===== config.mk =====
export PLATFORM = sky130hd
export DESIGN_NAME = inv_result_reader
export DESIGN_NICKNAME = d
export VERILOG_FILES = /design/src/rtl/inv_result_reader.sv
export SDC_FILE = /design/constraint.sdc
export NUM_CORES = 2
export LEC_CHECK = 0
export BUFFER_PORTS_ARGS = -buffer_cell sky130_fd_sc_hd__buf_2
export CAP_MARGIN = 15
export CORE_AREA = 2 2 683 685
export CTS_CLUSTER_SIZE = 8
export DETAILED_ROUTE_END_ITERATION = 12
export DIE_AREA = 0 0 685 687
export GPL_TIMING_DRIVEN = 0
export SYNTH_ARGS = -nofsm -noshare
export SYNTH_HDL_FRONTEND = slang
export SYNTH_SLANG_ARGS = --single-unit

===== constraint.sdc =====
create_clock -name clk -period 198.4 [get_ports clk]
set_input_delay 19.84 -clock clk [delete_from_list [all_inputs] [get_ports clk]]
set_output_delay 19.84 -clock clk [all_outputs]
set_load 0.01 [all_outputs]

===== src/rtl/inv_result_reader.sv =====
// Read-out end of the matrixInversion datapath: on a cnt40 rising edge, snapshot detA and ansRC, then stream them over valid/ready.
// Optional feature macro SINGULAR_SKIP_EN: when detA == 0 at the trigger, emit only the detA word and raise `singular`.
`timescale 1ns/1ps
module inv_result_reader #(
  parameter int DATA_W = 64,
  parameter int N      = 5,
  parameter int IDX_W  = 5
) (
  input  logic                  clk,
  input  logic                  rst_n,
  input  logic                  cnt40,
  input  logic [DATA_W-1:0]     detA,
  input  logic [N*N*DATA_W-1:0] ans_flat,
  output logic [DATA_W-1:0]     out_data,
  output logic                  out_valid,
  input  logic                  out_ready,
  output logic                  out_last,
  output logic [IDX_W-1:0]      out_index,
  output logic                  busy,
  output logic                  done
`ifdef SINGULAR_SKIP_EN
  ,
  output logic                  singular
`endif
);

  typedef enum logic [1:0] {S_IDLE, S_STREAM, S_DONE} state_e;

  localparam int unsigned       WORDS    = N * N + 1;
  localparam logic [IDX_W-1:0]  LAST_IDX = IDX_W'(N * N);

  state_e            state_q, state_d;
  logic              cnt40_q;
  logic              armed_q;
  logic [IDX_W-1:0]  index_q, index_d, next_idx;
  logic [DATA_W-1:0] data_q, data_d;
  logic [DATA_W-1:0] bank_q [WORDS];
  logic              trig, load, hs, is_last;

  // armed_q stays low until cnt40 has been seen low after reset, so a level
  // that is already high at reset release cannot look like a rising edge.
  assign trig     = cnt40 & ~cnt40_q & armed_q;
  assign load     = (state_q == S_IDLE) & trig;
  assign hs       = (state_q == S_STREAM) & out_ready;
  assign next_idx = index_q + 1'b1;

`ifdef SINGULAR_SKIP_EN
  logic singular_q, singular_d;
  assign is_last = (index_q == LAST_IDX) | singular_q;
`else
  assign is_last = (index_q == LAST_IDX);
`endif

  // NOTE: registers use non-blocking (<=) so every flop samples pre-edge values and updates together.
  always_ff @(posedge clk or negedge rst_n) begin
    if (!rst_n) begin
      state_q <= S_IDLE;
      cnt40_q <= 1'b0;
      armed_q <= 1'b0;
      index_q <= '0;
      data_q  <= '0;
    end else begin
      state_q <= state_d;
      cnt40_q <= cnt40;
      armed_q <= armed_q | ~cnt40;
      index_q <= index_d;
      data_q  <= data_d;
    end
  end

`ifdef SINGULAR_SKIP_EN
  always_ff @(posedge clk or negedge rst_n) begin
    if (!rst_n) singular_q <= 1'b0;
    else        singular_q <= singular_d;
  end
`endif

  // NOTE: the bank is plain storage fully rewritten on every load, so it has no reset.
  always_ff @(posedge clk) begin
    if (load) begin
      bank_q[0] <= detA;
      for (int k = 0; k < N * N; k++) begin
        bank_q[k+1] <= ans_flat[k*DATA_W +: DATA_W];
      end
    end
  end

  // NOTE: every comb output gets a default first so no path leaves it unassigned (no latches).
  always_comb begin
    state_d = state_q;
    index_d = index_q;
    data_d  = data_q;
`ifdef SINGULAR_SKIP_EN
    singular_d = singular_q;
`endif
    unique case (state_q)
      S_IDLE: begin
        if (trig) begin
          state_d = S_STREAM;
          index_d = '0;
          // The bank is being written on this same edge, so take detA straight from the port.
          data_d  = detA;
`ifdef SINGULAR_SKIP_EN
          singular_d = (detA == '0);
`endif
        end
      end
      S_STREAM: begin
        if (hs) begin
          if (is_last) begin
            state_d = S_DONE;
          end else begin
            index_d = next_idx;
            data_d  = bank_q[next_idx];
          end
        end
      end
      S_DONE:  state_d = S_IDLE;
      default: state_d = S_IDLE;
    endcase
  end

  always_comb begin
    out_valid = (state_q == S_STREAM);
    out_last  = (state_q == S_STREAM) & is_last;
    out_data  = data_q;
    out_index = index_q;
    busy      = (state_q == S_STREAM);
    done      = (state_q == S_DONE);
`ifdef SINGULAR_SKIP_EN
    singular  = singular_q;
`endif
  end

endmodule


* Yosys cells after proc, flatten, opt, wreduce, memory -nomap -nowiden
Memories as Yosys holds them, arrays and structs flattened.
Cells that the tools add are included.
** Word-level totals
- Input port bits :: 1668
- Word-level logic and storage cells :: 40
- Register bits :: 73
- Memories :: 1
- Memory bits (writable) :: 1664
** Memories
- bank_q :: words 26, width 64, rd ports 1, clocked after memory_dff 0, wr ports 26, line 37 : logic [DATA_W-1:0] bank_q [WORDS];
** Cells by class
- $add $sub $neg :: 1
- Equality and inequality tests :: 7
- Multiplexer cells :: 14
- Bitwise gates (word level) :: 8
- Reductions and logical operators :: 4
** Operators by type and width (count)
- $mux 64 :: 3
- $pmux 64 s2 :: 1
- $mux 5 :: 3
- $pmux 5 s2 :: 1
- $mux 2 :: 3
- $add 5x1->5 const B :: 1
- $and 1x1->1 :: 5
- $eq 5x5->1 const B :: 1
- $ne 2x1->1 const B :: 2
- $ne 2x2->1 const B :: 2
- $pmux 2 s2 :: 1
- $reduce_and 4->1 :: 1
- $reduce_and 3->1 :: 1
- $eq 2x1->1 const B :: 1
- $eq 2x2->1 const B :: 1
- $logic_not 2->1 :: 1
- $mux 1 :: 2
- $not 1->1 :: 2
- $reduce_bool 2->1 :: 1
- $or 1x1->1 :: 1

* Depth between registers and ports, before layout
- Depth after elaboration :: 6
- Gate-level depth with buffers :: 11

* Worst setup path after synthesis
No wires, ideal clock.
- Kind :: input-to-reg
- From :: in cnt40
- To :: reg data_q[31], in the netlist out_data[31]
- Buffers on the path :: 0
- Stages on the path :: 5
- Slack :: 101811 ps
- Data required time :: 198220 ps
- Library setup time :: 180 ps
- Arrival :: 96410 ps
- Cell sequence :: nand3b_1 > nor2_1 > nor2_1 > a21oi_1 > a31oi_1
** On the way
- Cells in the longest elaborated chain, start to end :: 4
** Ends and longest elaborated chain
- start: declaration :: line 11 : input logic cnt40,
- $and 1x1->1 (2 in a row) :: line 42 : assign trig = cnt40 & ~cnt40_q & armed_q;
- $ne 2x2->1 (no source line)
- $reduce_and 4->1 (no source line)
- end signal: assignment :: line 67 : data_q <= data_d;
- end: declaration :: line 36 : logic [DATA_W-1:0] data_q, data_d;
No other way between the ends.
A chain may end at the register's enable or synchronous reset.

* Worst setup path after layout
- From :: reg state_q[1]
- To :: out out_valid
** On the way
- Cells in the longest elaborated chain, start to end :: 1
** Ends and longest elaborated chain
- start: declaration :: line 32 : state_e state_q, state_d;
- start signal: assignment :: line 63 : state_q <= state_d;
- $eq 2x1->1 :: line 124 : out_valid = (state_q == S_STREAM);
- end: declaration :: line 15 : output logic out_valid,
No other way between the ends.

==> out/results.ini <==
[outcome]
status = completed

[sta]
slew_viol_final = 0
fmax_ghz = 0.04242
finalSetupViolCount = 0
hold_ws_ns = 0.4680
slew_headroom = 0.1151
clock_skew_ns = 0.1000
rsz0062_at_grt = no
setup_tns_ns = 0
tightest_slew_ns = 1.318
timing.final.ws_setup_ns = 174.83
fin_crit_sh = 0.1188
min_period_ns = 23.57
hold_violations = 0

[placement]
placed_cells = 11300
placedInstanceArea_um2 = 85110
gp_congestion = 0.8754
numPortBuffers = 1740
hpwlAfterDp_mm = 373.7
dp_slack_ns = 174.08

[logic_synthesis]
yosysSeqAreaShare = 0.7788
synth_ff_type = edfxtp_1
synth_edf_count = 1664
synth.avg_cell_area_um2 = 20.31
async_flop_share = 0.04203
ys_seq_elements = 1737
yosys.area.top_type = edfxtp_1
syn_inst = 3275
synth_top_area_frac = 0.7514
netlist_top_cells_area = edfxtp_1, mux4_2, mux2i_1, dfrtp_1, nand2_1
syn-num-nets = 4945
ys_types = 42
ys_warn_count = 0
syn_area_um2 = 66500

[finish]
layout_commonest_cell = buf_2
ff_latch_area_um2 = 51790
final_cell_mix = buf_2, edfxtp_1, mux4_2, clkbuf_16, nand2_1
fin_cells = 11880
fill_cells = 49250
final_core_util = 0.2021
area_growth_pct = 40.62
multiInputGateArea_um2 = 13780
nNetsFinal = 7064
final_cell_area_um2 = 93520
final_layout_size_suffix_gt1_frac = 0.4740

[grt]
grt_overflow = 0
grt_pass1_wl_mm = 530.1
first_global_vias = 44360
grt_max_degree = 48
gr-usage-met3 = 0.06166
top_usage_layer = met2
antenna_found_initial = 421
grt_use_met2 = 0.3337
grt_use_met1 = 0.1811
grt_use_total = 0.1801

[run]
max-cap-violations = 0

[floorplanning]
core.rowCount = 250
die_y_um = 687
die_area_um2 = 470600
coreArea_um2 = 462600
start_util = 0.1437
ios = 1741
die_w_um = 685

[route]
wl_per_cell_um = 37.00
finalWirelength_mm = 439.5
firstDrtPassIters = 5
ant_nets = 0
drc = 0
drtIter0Drc = 4667
avgViaCountPerCell = 3.739
vias = 44410

[cts]
post_cts_buffers = 0
cts_buffer_depth = 4
cts_tree = built
post_cts_resized = 0
clock-sinks = 1737
cts-hold-fix-buffers = 0
cts_max_level = 5
clk_latency_ns = 0.98
clk_pin_slew_worst_paths_ns = 0.07
numCtsBuffers = 269
cts_root_buf = clkbuf_16

[critical_path]
cp_data_arrival_time_ns = 3.73
worstReg2RegEnd = out_data[38]
cp-end-kind = output port
worst-setup-path-type = flop to output port
r2r-start = out_index[0]
worst-path-max-fanout = 10
ff2ff_setup_slack_ns = 193.06
rr_worst_depth = 9
cp.required_ns = 178.56
cp-start-kind = flop

[power]
p_per_area_nw_per_um2 = 14.90
p_total_mw = 1.394
power.leakage_nw = 32.37
ir_drop_mv = 0.008678

[hold_path]
hold_end = armed_q
hold_path_class = flop to flop
holdCritStartpoint = armed_q
min_path_cells = 1

[how the worst max path moves through the flow]
| stage | end | start | cells after the start | slack (ns) |
|---|---|---|---|---|
| after floorplan | out_data[31] | cnt40 | 5 | 101.81 |
| after global placement | out_data[31] | cnt40 | 6 | 34.70 |
| after detailed placement | bank_q[15][17] | cnt40 | 15 | 174.08 |
| after CTS | out_valid | state_q[1] | 5 | 174.64 |
| after global routing | out_valid | state_q[1] | 5 | 174.61 |
| final | out_valid | state_q[1] | 5 | 174.83 |
[cell families after synthesis]
group                      after synthesis  synth area share
muxes                                  522            0.1361
buffers and inverters                  233           0.01611
AOI/OAI and AO/OA                      355           0.04222
adders and majority gates                2         0.0003762
DFF                                   1737            0.7788
and+or+nand+nor                        421           0.02555
xor gates and xnor gates                 5         0.0007715
[sequential cells by signal, indices dropped and copies added, names as in the netlist]
signal,flops
bank_q,1664
out_data,64
out_index,5
state_q,2
armed_q,1
cnt40_q,1
[report_power, final]
| group | total (mW) | switching, mW | internal [mW] |
|---|---|---|---|
| clock | 0.443 | 0.184 | 0.259 |
| combinational | 0.526 | 0.364 | 0.162 |
| sequential | 0.424 | 0.00655 | 0.417 |
[worst max-delay path, cell delays in order, from the launching register on]
cell,delay [ns]
dfrtp_1,0.43
nand2b_1,0.69
clkbuf_1,0.67
inv_1,0.56
buf_4,0.29
buf_2,0.13
[cells in the mapped netlist (all sizes together) (2+ instances only)]
cell,instances
and3,2
and2,2
mux2i,216
xnor2,3
ha,2
mux4,306
xor2,2
nand3b,3
a311oi,38
nand2b,3
o221ai,25
buf,110
nand2,249
clkbuf,95
o32a,25
edfxtp,1664
a32oi,78
nor2,106
o22ai,64
inv,28
dfrtp,73
nor2b,4
a211o,38
a2111oi,38
or3,2
nand3,5
or2,2
nor3,40
o21ai,44
[layer usage]
metal  up-vias  wire, µm
li1      18060         -
met4       182     22970
met1     22190    143500
met3      1043     40430
met5         -      1170
met2      2940    231400
[layout make-up]
| class | instances | area share |
|---|---|---|
| repair buffers | 1848 | 0.1146 |
| flip-flops and latches | 1737 | 0.5539 |
| plain buffers | 205 | 0.01053 |
| well taps | 6174 | 0.08260 |
| inverters | 28 | 0.001124 |
| diodes | 176 | 0.004710 |
| clock buffers | 351 | 0.07616 |
| multi-input cells | 1305 | 0.1474 |
| clock inverters | 54 | 0.008991 |
No activity file was read; power rests on OpenSTA's default activity.
